--- config.mk ---
export PLATFORM = sky130hd
export DESIGN_NAME = fetch
export DESIGN_NICKNAME = d
export VERILOG_FILES = /design/src/rtl/fetch.sv
export SDC_FILE = /design/constraint.sdc
export NUM_CORES = 1
export LEC_CHECK = 0
export CORE_ASPECT_RATIO = 0.8
export CORE_UTILIZATION = 29
export DETAILED_ROUTE_END_ITERATION = 16
export PLACE_DENSITY_LB_ADDON = 0.12
export SLEW_MARGIN = 25
export SYNTH_ARGS = -nofsm -noshare
export SYNTH_HDL_FRONTEND = slang
export SYNTH_SLANG_ARGS = --single-unit
export TNS_END_PERCENT = 50
--- constraint.sdc ---
create_clock -name clk -period 4.65 [get_ports clk]
set_input_delay 1.1625 -clock clk [delete_from_list [all_inputs] [get_ports clk]]
set_output_delay 1.1625 -clock clk [all_outputs]
set_load 0.1 [all_outputs]
--- src/rtl/fetch.sv ---
// -----------------------------------------------------------------------------
// fetch -- instruction fetch stage.
// Issues sequential instruction-memory requests from the fetch PC. At most two
// requests or buffered instructions are outstanding at any time, tracked by a
// credit count. An epoch bit tags each request, so a redirect from EXE can
// drop wrong-path responses that are still in flight. Accepted instructions
// are held in a 2-entry buffer that DEC drains.
// Optional feature: define FETCH_STATS_EN to add the stat_fetched and
// stat_flushed counter ports.
// -----------------------------------------------------------------------------
module fetch #(
  parameter logic [31:0] RESET_PC = 32'h0000_0000
) (
  input  logic        clk,
  input  logic        rst,
  // instruction-memory request channel
  output logic        imem_req_valid,
  output logic [31:0] imem_req_addr,
  input  logic        imem_req_ready,
  // instruction-memory response channel (in order, latency >= 1)
  input  logic        imem_rsp_valid,
  input  logic [31:0] imem_rsp_data,
  // redirect from EXE
  input  logic        br_taken,
  input  logic [31:0] br_target,
  // towards DEC
  output logic [31:0] instruction,
  output logic [31:0] pc_out,
  output logic        valid_out,
  input  logic        dec_ready
`ifdef FETCH_STATS_EN
  ,
  output logic [31:0] stat_fetched,
  output logic [31:0] stat_flushed
`endif
);

  // fetch PC and redirect epoch
  logic [31:0] r_fpc;
  logic        r_epoch;

  // in-flight queue: {pc, epoch} for each accepted request, oldest first
  logic [31:0] r_ifq_pc [2];
  logic        r_ifq_ep [2];
  logic        r_ifq_rd;
  logic        r_ifq_wr;
  logic [1:0]  r_ifq_cnt;

  // output buffer: {pc, instruction} waiting for DEC, oldest first
  logic [31:0] r_obq_pc   [2];
  logic [31:0] r_obq_data [2];
  logic        r_obq_rd;
  logic        r_obq_wr;
  logic [1:0]  r_obq_cnt;

  logic [2:0]  w_credit;
  logic        w_req_fire;
  logic        w_rsp_fire;
  logic        w_rsp_keep;
  logic        w_pop;
  logic [31:0] w_br_pc;

  // Credit covers every request still in flight (wrong-path ones included)
  // plus every buffered instruction. Capping it at two guarantees that a
  // returning response always finds a free output-buffer slot.
  assign w_credit = {1'b0, r_ifq_cnt} + {1'b0, r_obq_cnt};

  // The target is word aligned, so the two low bits are dropped.
  assign w_br_pc = br_target & 32'hFFFF_FFFC;

  // No request is issued during reset or in a redirect cycle.
  assign imem_req_valid = !rst && !br_taken && (w_credit < 3'd2);
  assign imem_req_addr  = r_fpc;

  assign w_req_fire = imem_req_valid & imem_req_ready;
  // A response that arrives with nothing in flight (e.g. after reset) is ignored.
  assign w_rsp_fire = imem_rsp_valid & (r_ifq_cnt != 2'd0);
  // A redirect in the same cycle wins: the response is dropped even on a matching epoch.
  assign w_rsp_keep = w_rsp_fire & (r_ifq_ep[r_ifq_rd] == r_epoch) & !br_taken;
  // A redirect flushes the buffer, so a same-cycle DEC pop is superseded.
  assign w_pop      = valid_out & dec_ready & !br_taken;

  // Drive the DEC outputs from the buffer head, or all zero when it is empty.
  always_comb begin
    // NOTE: every output gets a default first, so no path can leave one unassigned and infer a latch.
    valid_out   = 1'b0;
    instruction = 32'h0;
    pc_out      = 32'h0;
    if (!rst && (r_obq_cnt != 2'd0)) begin
      valid_out   = 1'b1;
      instruction = r_obq_data[r_obq_rd];
      pc_out      = r_obq_pc[r_obq_rd];
    end
  end

  // Advance the fetch PC and the epoch: a redirect loads the target, an accepted request steps by 4.
  always_ff @(posedge clk) begin
    // NOTE: state registers use non-blocking assignments, so every block sees values from before the edge.
    if (rst) begin
      r_fpc   <= RESET_PC;
      r_epoch <= 1'b0;
    end else if (br_taken) begin
      r_fpc   <= w_br_pc;
      r_epoch <= ~r_epoch;
    end else if (w_req_fire) begin
      r_fpc   <= r_fpc + 32'd4;
    end
  end

  // Update the in-flight queue pointers and occupancy: push on accept, pop on response.
  always_ff @(posedge clk) begin
    if (rst) begin
      r_ifq_rd  <= 1'b0;
      r_ifq_wr  <= 1'b0;
      r_ifq_cnt <= 2'd0;
    end else begin
      if (w_req_fire) r_ifq_wr <= ~r_ifq_wr;
      if (w_rsp_fire) r_ifq_rd <= ~r_ifq_rd;
      r_ifq_cnt <= r_ifq_cnt + {1'b0, w_req_fire} - {1'b0, w_rsp_fire};
    end
  end

  // Store the PC and epoch of each accepted request.
  always_ff @(posedge clk) begin
    // NOTE: the storage arrays are not reset; the pointers and counts are, and the outputs are masked while empty.
    if (w_req_fire) begin
      r_ifq_pc[r_ifq_wr] <= r_fpc;
      r_ifq_ep[r_ifq_wr] <= r_epoch;
    end
  end

  // Update the output buffer pointers and occupancy; a redirect empties the buffer.
  always_ff @(posedge clk) begin
    if (rst || br_taken) begin
      r_obq_rd  <= 1'b0;
      r_obq_wr  <= 1'b0;
      r_obq_cnt <= 2'd0;
    end else begin
      if (w_rsp_keep) r_obq_wr <= ~r_obq_wr;
      if (w_pop)      r_obq_rd <= ~r_obq_rd;
      r_obq_cnt <= r_obq_cnt + {1'b0, w_rsp_keep} - {1'b0, w_pop};
    end
  end

  // Store each current-epoch response with the PC it was fetched from.
  always_ff @(posedge clk) begin
    if (w_rsp_keep) begin
      r_obq_pc[r_obq_wr]   <= r_ifq_pc[r_ifq_rd];
      r_obq_data[r_obq_wr] <= imem_rsp_data;
    end
  end

`ifdef FETCH_STATS_EN
  logic [31:0] r_stat_fetched;
  logic [31:0] r_stat_flushed;

  // Count instructions handed to DEC and redirect cycles; both wrap at 2^32.
  always_ff @(posedge clk) begin
    if (rst) begin
      r_stat_fetched <= 32'd0;
      r_stat_flushed <= 32'd0;
    end else begin
      if (w_pop)    r_stat_fetched <= r_stat_fetched + 32'd1;
      if (br_taken) r_stat_flushed <= r_stat_flushed + 32'd1;
    end
  end

  assign stat_fetched = r_stat_fetched;
  assign stat_flushed = r_stat_flushed;
`endif

endmodule

After elaboration in Yosys (flattened, before gate mapping)
Memories as Yosys holds them, arrays and structs flattened. A register that Yosys moved wholly into a read port is not among the register bits.
Index checks and enable logic that the tools add are counted.
{ "totals": {"ff_bits": 41, "latch_bits": 0, "ramBits": 194, "mem_bits_ro": 0, "in_bits": 70, "elab_cells": 59, "mem_count": 4} }
{ "mem_list": {"columns": ["memory", "words", "word_bits", "rd", "rd_ports_with_merged_regs", "write_ports", "line", "source"], "rows": [
  ["r_ifq_pc", 2, 32, 1, 1, 1, "43", "logic [31:0] r_ifq_pc [2];"],
  ["r_obq_data", 2, 32, 1, 1, 1, "51", "logic [31:0] r_obq_data [2];"],
  ["r_obq_pc", 2, 32, 1, 1, 1, "50", "logic [31:0] r_obq_pc [2];"],
  ["r_ifq_ep", 2, 1, 1, 1, 1, "44", "logic r_ifq_ep [2];"]
]} }
{ "classes": {"add_sub_neg": 6, "mul": 0, "div_mod_pow": 0, "order_cmp": 1, "eq_ne": 1, "n_shift": 0, "muxes": 17, "bitwise_logic": 11, "reduce_logical": 10} }
{ "op_table": {"columns": ["operator", "count"], "rows": [
  ["$mux W32", 4],
  ["$add A32 B3 Y32 const B", 1],
  ["$mux W1", 13],
  ["$and A1 B1 Y1", 6],
  ["$reduce_bool A2 Y1", 3],
  ["$not A1 Y1", 5],
  ["$add A2 B1 Y2", 2],
  ["$sub A2 B1 Y2", 2],
  ["$add A2 B2 Y3", 1],
  ["$logic_and A1 B1 Y1", 3],
  ["$lt A3 B2 Y1 const B", 1],
  ["$logic_not A1 Y1", 2],
  ["$reduce_or A2 Y1", 1],
  ["$eq A1 B1 Y1", 1],
  ["$logic_or A1 B1 Y1", 1]
]} }

Logic depth before layout (Yosys ltp)
Gate-level depths: netlist of the first run.
{ "depth": {"depth_word": 7, "ltp_mapped": 11, "ltp_nobuf": 10} }

Worst setup path after synthesis of the first run
No wires, ideal clock.
{ "synth_path": {"kind": "input-to-output", "start": "input port br_taken", "end": "output port imem_req_valid", "arrival_ns": 3.689, "setup_slack_ns": -0.201, "path_stages": 3, "path_cell_list": "or2_2 clkbuf_1 nor3_1"} }
{ "synth_between": {"elab_chain_cells": 3} }
{ "synth_rtl": {"columns": ["item", "line", "source"], "rows": [
  ["from (decl)", "24", "input logic br_taken,"],
  ["$logic_not A1 Y1", "72", "assign imem_req_valid = !rst && !br_taken && (w_credit < 3'd2);"],
  ["$logic_and A1 B1 Y1 (2 in a row)", "72", null],
  ["to (decl)", "17", "output logic imem_req_valid,"]
]} }
Every way passes these cells.

Final worst setup path of the first run
{ "layout_path": {"start": "input port rst", "end": "output port pc_out[6]"} }
{ "layout_between": {"elab_chain_cells": 3} }
{ "layout_rtl": {"columns": ["item", "line", "source"], "rows": [
  ["from (decl)", "15", "input logic rst,"],
  ["$logic_not A1 Y1", "89", "if (!rst && (r_obq_cnt != 2'd0)) begin"],
  ["$logic_and A1 B1 Y1", "89", null],
  ["$mux W32", "89", null],
  ["to (decl)", "28", "output logic [31:0] pc_out,"]
]} }
Every way passes these cells.

==> key figures, run 1 <==
STA
  – Final min period: 3.93 ns
  – Final setup fails: 0
  – Final hold violation count: 0
  – Skew final: approximately 0.030 ns
  – Slew headroom: 0.300
  – Final critical-path share of the clock period: 0.844
  – Pins over their slew limit: 0
  – Setup tns final: 0 ns
  – FMAX: ~250 MHz
  – Slew @ Worst Pin: around 1.0 ns
  – RSZ-0062 raised after global routing: no
  – PnR worst setup slack: 0.723 ns

Worst setup path
  – Max stage delay on crit path: roughly 0.46 ns
  – Crit-path cells: clkdlybuf4s50_1 -> inv_1 -> o21ai_4 -> buf_12 -> nor2_1 -> buf_12
  – Crit-path max FO: 36
  – Slowest CP cell: clkdlybuf4s50_1
  – Delay-heaviest family, CP: buffers and inverters
  – WP buf/inv: 4
  – Type of destination of the critical path: output port
  – Setup CP Type: in2out
  – CP most frequent cell: buf_12
  – Startpoint types: input port
  – Worst EP arrival: between 2 and 3 ns
  – Worst EP required: about 3.5 ns

Power and ir drop
  – P_sw: around 1.3 mW
  – Comb pwr share: 0.133
  – Share of power burned in registers: 0.470
  – Switching Fraction: 0.250
  – Pwr Density: around 400 mW/mm^2
  – Clock power frac: 0.397
  – Int Power: roughly 3.8 mW
  – Worst ir drop on vdd: between 0.2 and 0.3 mV
  – Leakage: around 4.3 nW
  – Final Power: 5.06 mW

Clock network
  – CTS Buffer Depth: 3
  – CTS tree: done
  – Clock-pin slew on the worst setup and hold paths: about 0.060 ns
  – H-tree depth: 1
  – Clock latency on the worst-skew pair: around 0.52 ns
  – Postcts setup bufs: 0
  – Root Driver: clkbuf_16
  – CTS sink count: between 200 and 250
  – Cts repair resizes: 0
  – Cts hold-fix bufs: 0
  – CTS Buf Count: 25

Finish
  – Layout cells sized above 1: 0.194
  – Most common cell after layout, fill and taps aside: edfxtp_1
  – Diode count: 0
  – Nets: between 900 and 1,000
  – Area delta synth->final: 39.6%
  – Most frequent cells in the layout: edfxtp_1, clkdlybuf4s50_1, nor2_1
  – Final instance area: roughly 0.013 mm^2

Placed design
  – Place WS: 0.674 ns
  – Port bufs: 161
  – Hpwl dp: roughly 16 mm
  – Routability cong.: roughly 0.76
  – Placed instance area: approximately 0.012 mm^2

Detailed routing
  – DRT Pass-1 Iters: 5
  – 1st-iter DRT viols: between 200 and 300
  – Via density: about 4.7
  – DRC Markers: 0
  – Routed len/inst: 18.0 um
  – Final WL: approximately 23 mm
  – DR vias: approximately 6,000
  – ANT nets after route: 0

Status
  – Status: completed

Hold path
  – Worst hold path type: reg2reg

GRT
  – Number of global-route vias before repair: roughly 6,000
  – Largest net degree at the start of global routing: 39
  – Initial antenna violation count: 0
  – All-Layer GR Usage: 0.139
  – Gr ovfl total: 0
  – First-pass GRT wire length: around 35 mm

Synth
  – Syn Inst Count: 665
  – Synthesis-stage register bit count: around 230
  – Post-Syn Area: around 0.0093 mm^2
  – Register area share after synthesis: 0.689
  – Async set-reset flop share out of synthesis: 0
  – EDFF count, synth: around 190
  – Synth warnings: 0
  – Avg Cell Area, Syn: approximately 14 um^2
  – Post-synth cell types: between 50 and 60
  – Ys flop type: edfxtp_1

Floorplanning
  – Die Y: 162 um
  – Die Area: between 0.03 and 0.04 mm^2
  – Core area: 0.0315 mm^2
  – Row cnt: 58
  – # IOs: about 170
  – Initial Util: 0.295
  – Die width: between 200 and 250 um

Run
  – Max-cap violations: 0
-- worst paths after layout --
| kind | depth (start not counted) | slack (ns) | startpoint | end |
|---|---|---|---|---|
| worst min-delay path | 2 | 0.51 | r_obq_rd | register |
| worst max-delay path | 6 | 0.72 | rst | pc_out[6] |
| worst max register to register | 7 | 1.45 | r_obq_cnt[0] | imem_req_addr[22] |
| worst min register to register | 2 | 0.51 | r_obq_rd | register |
-- power by group through the flow --
stage	Sequential, mW	Combinational, mW	Clock, mW
after CTS	2.38	0.684	2.07
after global routing	2.39	0.719	2.15
final	2.38	0.674	2.01
after detailed placement	2.42	0.680	0
after global placement	2.42	0.673	0
after floorplan	2.54	0.316	0
-- cell families after synthesis --
logic type      Yosys count  synth area share
xor+xnor                 16            0.0151
buf+inv                  53            0.0231
flops                   227             0.689
other cells               1          0.000403
fa+ha+maj                 6           0.00888
mux                      93             0.104
compound gates           63            0.0535
simple gates            206             0.106
-- tightest hold or removal path: stages, from the launching register on --
cell and delay (ns):
dfxtp_1 0.33, xor2_1 0.09, nor2_1 0.07
-- synthesized netlist by cell type, drive strengths merged, types with 6 or more instances --
cell | n | area share
a211oi | 6 | 0.0048
a311oi | 8 | 0.0075
and3 | 11 | 0.0074
buf | 13 | 0.0070
clkbuf | 27 | 0.011
dfxtp | 41 | 0.088
edfxtp | 186 | 0.60
inv | 13 | 0.0052
mux2 | 30 | 0.036
mux2i | 63 | 0.068
nand2 | 27 | 0.011
nand3 | 18 | 0.0097
nand4 | 16 | 0.011
nor2 | 92 | 0.037
nor4 | 6 | 0.0040
o21ai | 10 | 0.0054
o31ai | 8 | 0.0065
or4 | 10 | 0.0081
xnor2 | 6 | 0.0056
xor2 | 10 | 0.0094
-- routing by layer --
metal  track usage  vias up  wire length [um]
li1              -     2858                 -
met1         0.192     2962             10700
met2         0.221      198             10500
met3        0.0291       31              1210
met4        0.0393        0               535
met5             0        -                 0
-- registers in the layout (all words and copies together) (netlist names), 2 cells and up, named ones only --
name and flops:
r_obq_data 64, r_ifq_pc 60, r_obq_pc 60, imem_req_addr 30, r_ifq_cnt 2, r_ifq_ep 2, r_obq_cnt 2
-- area by class of cell --
| cell class | instances | area [um^2] |
|---|---|---|
| clock buffer | 33 | 706 |
| multi-input combinational | 388 | 2720 |
| tap | 420 | 526 |
| clock inverter | 12 | 143 |
| timing repair buffer | 181 | 2430 |
| sequential | 227 | 6410 |
| inverter | 13 | 48.8 |
| fill | 2966 | 18500 |
-- metrics by stage --
stage	instances	utilization	hold WS, ns
finish	1274	0.412	0.505
global route	1274	0.412	0.533
CTS	1274	0.412	0.507
detailed placement	1229	0.385	0.502
global placement	1229	0.385	0.480
floorplan	668	-	0.472
No activity file was read; power rests on OpenSTA's default activity.
==> run 2: changes to the inputs <==
- clock period: 4.65 -> 3.7 ns (I/O delays scaled with it)
==> run 2 against run 1 <==
  * Wire length grew 0.68%
  * Clock skew decreased by 0.024 ns
  * Critical path depth is the same
  * Largest power group unchanged
  * Critical endpoint is now pc_out[2]
  * Setup slack worse by 0.36 ns
  * Register-to-register slack got worse by 0.82 ns
  * Largest cell class unchanged
  * Global-route usage about the same
  * Utilization down 0.14 points
  * Sequential share of layout area rose by 0.16 points
  * Design area fell by 0.33%
  * Highest routed layer unchanged
  * Clock power grew 29%
==> key figures, run 2 (synthesized netlist as in run 1, its figures left out) <==
Worst setup path
  – RR Endpoint: imem_req_addr[22]
  – Max stage delay on crit path: 0.45 ns (about the same)
  – Crit-path max FO: 35 (-2.8%)
  – Setup CP Type: in2out
  – Reg2reg path depth: 6 (-1)
  – Type of destination of the critical path: output port
  – Worst EP arrival: 2.41 ns (-0.35 ns)
  – Startpoint types: input port
  – Worst EP required: 2.77 ns (-0.72 ns)
  – Crit-path cells: clkdlybuf4s50_1 -> inv_1 -> o21ai_4 -> buf_4 -> nor2_1 -> buf_12
  – Slowest CP cell: clkdlybuf4s50_1
  – Worst reg2reg startpoint: r_obq_cnt[0]
  – Worst reg2reg setup slack: 0.63 ns (-0.82 ns)

GRT
  – Number of global-route vias before repair: 6,003 (+1.3%)
  – All-Layer GR Usage: 0.139 (+0.000213)
  – Largest net degree at the start of global routing: 44 (+13%)
  – Initial antenna violation count: 0 (unchanged)
  – Gr ovfl total: 0 (unchanged)
  – First-pass GRT wire length: 35.3 mm (-0.21%)

Finish
  – Largest registers: r_obq_data x64, r_ifq_pc x60, r_obq_pc x60
  – Nets: 915 (+0.33%)
  – Largest reg by FF count: r_obq_data
  – Layout cells sized above 1: 0.232 (+0.0376)
  – Most frequent cells in the layout: edfxtp_1, nor2_1, clkdlybuf4s50_1
  – Area delta synth->final: 39.1%
  – Max reg flops: 64 (unchanged)
  – Diode count: 0 (unchanged)
  – Most common cell after layout, fill and taps aside: edfxtp_1
  – Fillers: 2,956 (-0.34%)

Floorplanning
  – Die Y: 162 um (unchanged)
  – Core area: 0.0315 mm^2 (unchanged)
  – # IOs: 168 (unchanged)
  – Row cnt: 58 (unchanged)
  – Die width: 202 um (unchanged)
  – Initial Util: 0.295 (unchanged)
  – Die Area: 0.0328 mm^2 (unchanged)

Placed design
  – Routability cong.: 0.767 (+0.72%)
  – Port bufs: 161 (unchanged)
  – Hpwl dp: 15.9 mm (+0.98%)

Detailed routing
  – DRC Markers: 0 (unchanged)
  – 1st-iter DRT viols: 388 (+41%)
  – Routed len/inst: 18.1 um (+0.37%)
  – Via density: 4.71 (-0.81%)
  – Final WL: 23.1 mm (+0.68%)
  – DR vias: 6,019 (-0.50%)
  – ANT nets after route: 0 (unchanged)
  – DRT Pass-1 Iters: 5 (unchanged)

STA
  – RSZ-0062 raised after global routing: no
  – Slew @ Worst Pin: 0.665 ns (-0.382 ns)
  – Slew headroom: 0.553 (+0.252)
  – Skew final: 0.00641 ns (-0.0240 ns)
  – Pins over their slew limit: 0 (unchanged)
  – Final critical-path share of the clock period: 0.901
  – Final min period: between 3 and 4 ns
  – FMAX: between 300 and 400 MHz
  – Final setup fails: 0 (unchanged)
  – Final hold violation count: 0 (unchanged)
  – Hold Worst Slack: 0.510 ns (+0.00490 ns)

Hold path
  – Hold Path Depth: 2 (unchanged)
  – Worst hold path type: reg2reg
  – Min-delay src: r_obq_rd

Run
  – Max-cap violations: 0 (unchanged)

Status
  – Status: completed

Power and ir drop
  – Worst ir drop on vdd: 0.201 mV (-20%)
  – Leakage: 4.36 nW (+1.5%)
  – Final Power: 6.41 mW (+27%)
  – Pwr Density: 495 mW/mm^2 (+27%)

Clock network
  – H-tree depth: 1 (unchanged)
  – Postcts setup bufs: 0 (unchanged)
  – CTS tree: done
  – Cts hold-fix bufs: 0 (unchanged)
  – CTS sink count: 227 (unchanged)
  – Clock-pin slew on the worst setup and hold paths: 0.06 ns (about the same)
  – CTS Buf Count: 25 (unchanged)
  – Cts repair resizes: 0 (unchanged)
  – CTS Buffer Depth: 3 (unchanged)
  – Clock latency on the worst-skew pair: 0.51 ns (about the same)
  – Root Driver: clkbuf_16
==> run 2: final cells by class <==
class                      instances  area [um^2]  share of cell area
multi-input combinational        388         2720               0.210
inverter                          13         48.8             0.00377
sequential                       227         6410               0.495
timing repair buffer             184         2360               0.183
clock buffer                      30          654              0.0506
clock inverter                    16          216              0.0167
tap                              420          526              0.0406
==> run 2: worst max path at each step <==
stage,start,end,depth (start not counted)
final,rst,pc_out[2],6
after global routing,rst,pc_out[6],6
after CTS,rst,pc_out[6],6
after detailed placement,imem_req_ready,imem_req_addr[22],5
after global placement,imem_req_ready,imem_req_addr[22],5
after floorplan,rst,instruction[10],5
==> run 2: per-stage QoR <==
step	setup TNS (ns)	area (um^2)	setup WS, ns	cells	utilization
2_1_floorplan	-8.06	9320	-0.103	668	-
3_3_place_gp	0	12100	0.347	1232	0.383
3_5_place_dp	0	12100	0.334	1232	0.383
4_1_cts	0	12900	0.352	1278	0.411
5_1_grt	0	12900	0.257	1278	0.411
6_report	0	12900	0.367	1278	0.411
==> run 2: where the power goes <==
group / internal [mW] / switching (mW)
Clock: 1.61 / 0.973
Combinational: 0.300 / 0.538
Sequential: 2.91 / 0.0775
Total: 4.82 / 1.59
==> run 2: worst max-delay path, delay by kind of cell <==
family / cells / cell delay [ns]
AOI/OAI and AO/OA: 1 / 0.07
and+or+nand+nor: 1 / 0.35
buffers and inverters: 4 / 1.05
==> run 2: per-layer routing <==
layer | track usage | vias up | part of all wire
met5 | 0 | - | 0
met4 | 0.0314 | 0 | 0.020
met3 | 0.0307 | 34 | 0.060
met2 | 0.226 | 191 | 0.46
met1 | 0.191 | 2922 | 0.46
li1 | - | 2872 | -
==> RTL edit 1, RTL diff (settings of run 2) <==
Register the input `br_target` before use. The logic sees it one clock later. The other inputs are not delayed to match.
--- a/src/rtl/fetch.sv
+++ b/src/rtl/fetch.sv
@@ -37,2 +37,8 @@
 
+  logic [31:0] br_target_q;
+
+  always_ff @(posedge clk) begin
+    br_target_q <= br_target;
+  end
+
   // fetch PC and redirect epoch
@@ -68,3 +74,3 @@
   // The target is word aligned, so the two low bits are dropped.
-  assign w_br_pc = br_target & 32'hFFFF_FFFC;
+  assign w_br_pc = br_target_q & 32'hFFFF_FFFC;
 
Check against the original RTL: not equivalent (a bounded check fails within 4 cycles, from zero or initial values and one cycle with rst high).
==> RTL edit 1 against run 2 <==
Total power is 5.3% higher; sequential share of layout area rose by 2.3 points; sequential cell count rose by 30; worst setup slack got worse by 0.18 ns; synthesized area is 5.8% higher; routed wire length is 5.0% higher; non-clock buffer count down 1; final area up 4.4%; critical path type unchanged; highest routed layer unchanged.
==> RTL edit 1: results (changes against run 2) <==
[yosys]
synth_common_cells = edfxtp_1 (186), nor2_1 (91), dfxtp_1 (71)
yosys.area_share.adder = 0.00839  ; -0.000487
synth_cells = 688  ; +3.5%
synth.distinct_cells = 53  ; +3.9%
synth-seq-area-share = 0.712  ; +0.0232
synth-compound-area-share = 0.0470  ; -0.00650
synth_xor_area_frac = 0.0133  ; -0.00172

[setup_path]
reg2reg_to = imem_req_addr[5]$_SDFFE_PP0P_
reg2regPathDepth = 8  ; +2
crit_arrival_ns = 2.59  ; +0.18 ns
slowest_delay_ns = 0.48  ; +0.03 ns
r2r_slack_ns = 1.01  ; +0.38 ns
path_max_fanout = 25  ; -29%

[cts]
clkLatencyLatePin_ns = 0.53  ; +0.02 ns
numCtsBuffers = 27  ; +8.0%

[global_route]
grt_max_degree = 45  ; +2.3%
track_usage = 0.139  ; -0.000262
grt_pass1_wl_um = 37000  ; +4.9%
grt_pass1_vias = 6060  ; +0.95%
use_met1 = 0.201  ; +0.0104
grt_util_met3 = 0.0290  ; -0.00166
grt_util_met2 = 0.212  ; -0.0131

[placement]
dp_cells = 1259  ; +2.2%
gp_congestion = 0.759  ; -1.1%
place_area_sq_mm = 0.0127  ; +4.9%
pre_cts_ws_ns = 0.120  ; -0.215 ns
numPortBuffers = 161  ; unchanged

[run_status]
outcome = completed

[routing]
vias = 6024  ; +0.083%
routedWlPerCell_um = 18.5  ; +2.6%
first_pass_iters = 4  ; -1
dr.first_iter.drc_count = 312  ; -20%

[layout]
drive_gt1_frac = 0.230  ; -0.00151
nNetsFinal = 937  ; +2.4%

[sta]
fin_hold_ws_ns = 0.445  ; -0.0646 ns
relSlewSlack = 0.383  ; -0.170
fin_skew_ns = 0.00935  ; +0.00294 ns
fin_setup_tns_ns = 0  ; unchanged

[power_and_ir_drop]
vdd_drop_max_mv = 0.266  ; +32%
switching_share = 0.248  ; +0.000412
p_leak_nw = 4.62  ; +6.1%

## RTL edit 1: cell types whose count changed in the layout (fill, tap and decap cells not counted), moves of 8 or more
cell / delta
o31ai_1: -8
nand3_1: -8
dfxtp_1: +30
a21oi_1: +16
a31oi_1: +14
## RTL edit 1: worst max-delay path by stage
| stage | startpoint | endpoint | slack [ns] | depth (start not counted) |
|---|---|---|---|---|
| after floorplan | br_taken | r_obq_data[0][0]$_DFFE_PP_ | -0.69 | 4 |
| after global placement | rst | instruction[13] | 0.12 | 5 |
| after detailed placement | rst | instruction[20] | 0.12 | 5 |
| after CTS | rst | instruction[20] | 0.12 | 5 |
| after global routing | rst | instruction[13] | 0.05 | 5 |
| final | rst | instruction[28] | 0.19 | 5 |
## RTL edit 1: layout make-up
cell class                      instances  area [sq um]
Timing Repair Buffer                  183          2430
Clock buffer                           37           739
Multi-Input combinational cell        383          2650
Tap cell                              427           534
Sequential cell                       257          7010
Fill cell                            3017         19400
Inverter                                9          33.8
Clock inverter                         12           119
## RTL edit 1: power groups by stage
stage	registers, W	clock network, W	logic [W]
floorplan	0.00351	0	0.000390
global placement	0.00338	0	0.000797
detailed placement	0.00339	0	0.000802
CTS	0.00332	0.00272	0.000805
global route	0.00334	0.00281	0.000850
finish	0.00332	0.00263	0.000793
## RTL edit 1: worst max-delay path: cells and delay by family
| family | cells | cell delay [ns] |
|---|---|---|
| AO/OA/AOI/OAI | 1 | 0.44 |
| buffers and inverters | 3 | 0.97 |
| AND/OR/NAND/NOR | 1 | 0.22 |
## RTL edit 1: routing by layer
layer  vias up  wire, um
li1       2903         -
met1      2960     11700
met2       128     10900
met3        33      1230
met4         0       480
met5         -         0
==> RTL edit 2, RTL diff (settings of run 2) <==
Without the edit above. Build with the macro `FETCH_STATS_EN` defined.
--- a/src/rtl/fetch.sv
+++ b/src/rtl/fetch.sv
@@ -10,2 +10,4 @@
 // -----------------------------------------------------------------------------
+`define FETCH_STATS_EN
+
 module fetch #(
Behaviour (old outputs only; new: stat_fetched and stat_flushed): unchanged (equiv_simple and equiv_induct, registers matched by name and starting in step).
==> RTL edit 2 against run 2 <==
Sequential cell count is 64 higher; final area up 27%; synthesized area grew 29%; critical path depth unchanged; worst setup slack better by 0.13 ns; total power grew 18%; routed wire length up 33%; sequential share of layout area decreased by 2.9 points; critical endpoint is now pc_out[9]; largest cell class unchanged; largest power group unchanged.
==> RTL edit 2: results (changes against run 2) <==
[setup_path]
slowest_delay_ns = 0.25  ; -0.20 ns
path_max_fanout = 49  ; +40%
reg2reg_to = imem_req_addr[18]$_SDFFE_PP0P_
worst-endpoint-required_ns = 2.77  ; about the same
r2r_slack_ns = 1.00  ; +0.37 ns
cpMaxStageDelayCell = o21ai_4
reg2regPathDepth = 8  ; +2

[yosys]
synth-seq-area-share = 0.640  ; -0.0491
synth_mux_area_frac = 0.0832  ; -0.0209
synth_xor_area_frac = 0.0583  ; +0.0432
yosys.area_share.adder = 0.00895  ; +0.0000749
synth.area.top_cells = edfxtp_1 (46%), dfxtp_1 (17%), mux2i_1 (5.4%)
synth_common_cells = edfxtp_1 (186), nor2_1 (159), dfxtp_1 (105)
synth.distinct_cells = 55  ; +7.8%

[power_and_ir_drop]
vdd_drop_max_mv = 0.266  ; +32%
seq_power_share = 0.485  ; +0.019
p_sw_w = 0.00192  ; +21%
p_leak_nw = 5.62  ; +29%
switching_share = 0.254  ; +0.00619

[global_route]
antenna_found_initial = 1  ; +1
use_met1 = 0.192  ; +0.00163
track_usage = 0.143  ; +0.00377
grt_pass1_vias = 7927  ; +32%
grt_pass1_wl_um = 46800  ; +33%
grt_max_degree = 87  ; +98%

[hold_path]
hp-start = r_ifq_rd$_SDFFE_PP0P_

[routing]
met3WireLength_um = 1830  ; +33%
vias = 8251  ; +37%
routed.top_layer = met5
dr.first_iter.drc_count = 451  ; +16%
first_pass_iters = 4  ; -1
routedWlPerCell_um = 17.3  ; -4.5%
drt-met1-wl_um = 14300  ; +35%
wl_met2_um = 13900  ; +31%

[cts]
numCtsBuffers = 34  ; +36%
clkLatencyLatePin_ns = 0.53  ; +0.02 ns
cts_max_level = 2  ; +1

[placement]
gp_congestion = 0.772  ; +0.64%
numPortBuffers = 225  ; +40%

[sta]
worst_pin_slew_ns = 0.982  ; +0.317 ns

[layout]
nNetsFinal = 1293  ; +41%
drive_gt1_frac = 0.198  ; -0.0344
fillers = 3871  ; +31%

[run_status]
outcome = completed

[RTL edit 2: cell count changes after synthesis, sizes merged, moves of 9 or more]
cell    change
nor2       +67
dfxtp      +64
xnor2      +34
xor2       +30
nand3      +16
nand2      +15
nor3       +15
nand4      +14
a21oi      +11
and3       +11
clkbuf     +11
nor4       +11
inv        +10
or4         -9
[RTL edit 2: cell type report]
cell class	instances	area, sq um	share of cell area
Inverter	23	88.8	0.00539
Clock inverter	14	85.1	0.00516
Multi-Input combinational cell	615	4070	0.247
Tap cell	544	681	0.0413
Clock buffer	47	920	0.0558
Sequential cell	291	7690	0.466
Timing Repair Buffer	250	2960	0.179
[RTL edit 2: kinds of logic after synthesis]
group | count (synthesis)
multiplexers | 96
adder cells (fa/ha/maj) | 8
AND/OR/NAND/NOR | 361
other | 1
flip-flops | 291
buffers and inverters | 76
XOR/XNOR | 80
AO/OA/AOI/OAI | 66
[RTL edit 2: how the worst max path moves through the flow]
stage	endpoint	startpoint	slack (ns)
floorplan	r_obq_data[0][0]$_DFFE_PP_	br_taken	-0.69
global placement	instruction[14]	rst	0.51
detailed placement	pc_out[9]	rst	0.49
CTS	pc_out[9]	rst	0.49
global route	pc_out[31]	rst	0.41
finish	pc_out[9]	rst	0.50
[RTL edit 2: stage by stage]
step | hold WS (ns) | cells | cell area, sq um | setup WS (ns)
final | 0.509 | 1784 | 16500 | 0.496
after global routing | 0.528 | 1784 | 16500 | 0.411
after CTS | 0.507 | 1784 | 16500 | 0.494
after detailed placement | 0.492 | 1723 | 15500 | 0.490
after global placement | 0.501 | 1723 | 15500 | 0.509
after floorplan | 0.472 | 982 | 12100 | -0.693
[RTL edit 2: tightest hold or removal path: stages, from the launching register on]
cell and delay [ns]:
dfxtp_1 0.32, xor2_1 0.08, nor2_1 0.07
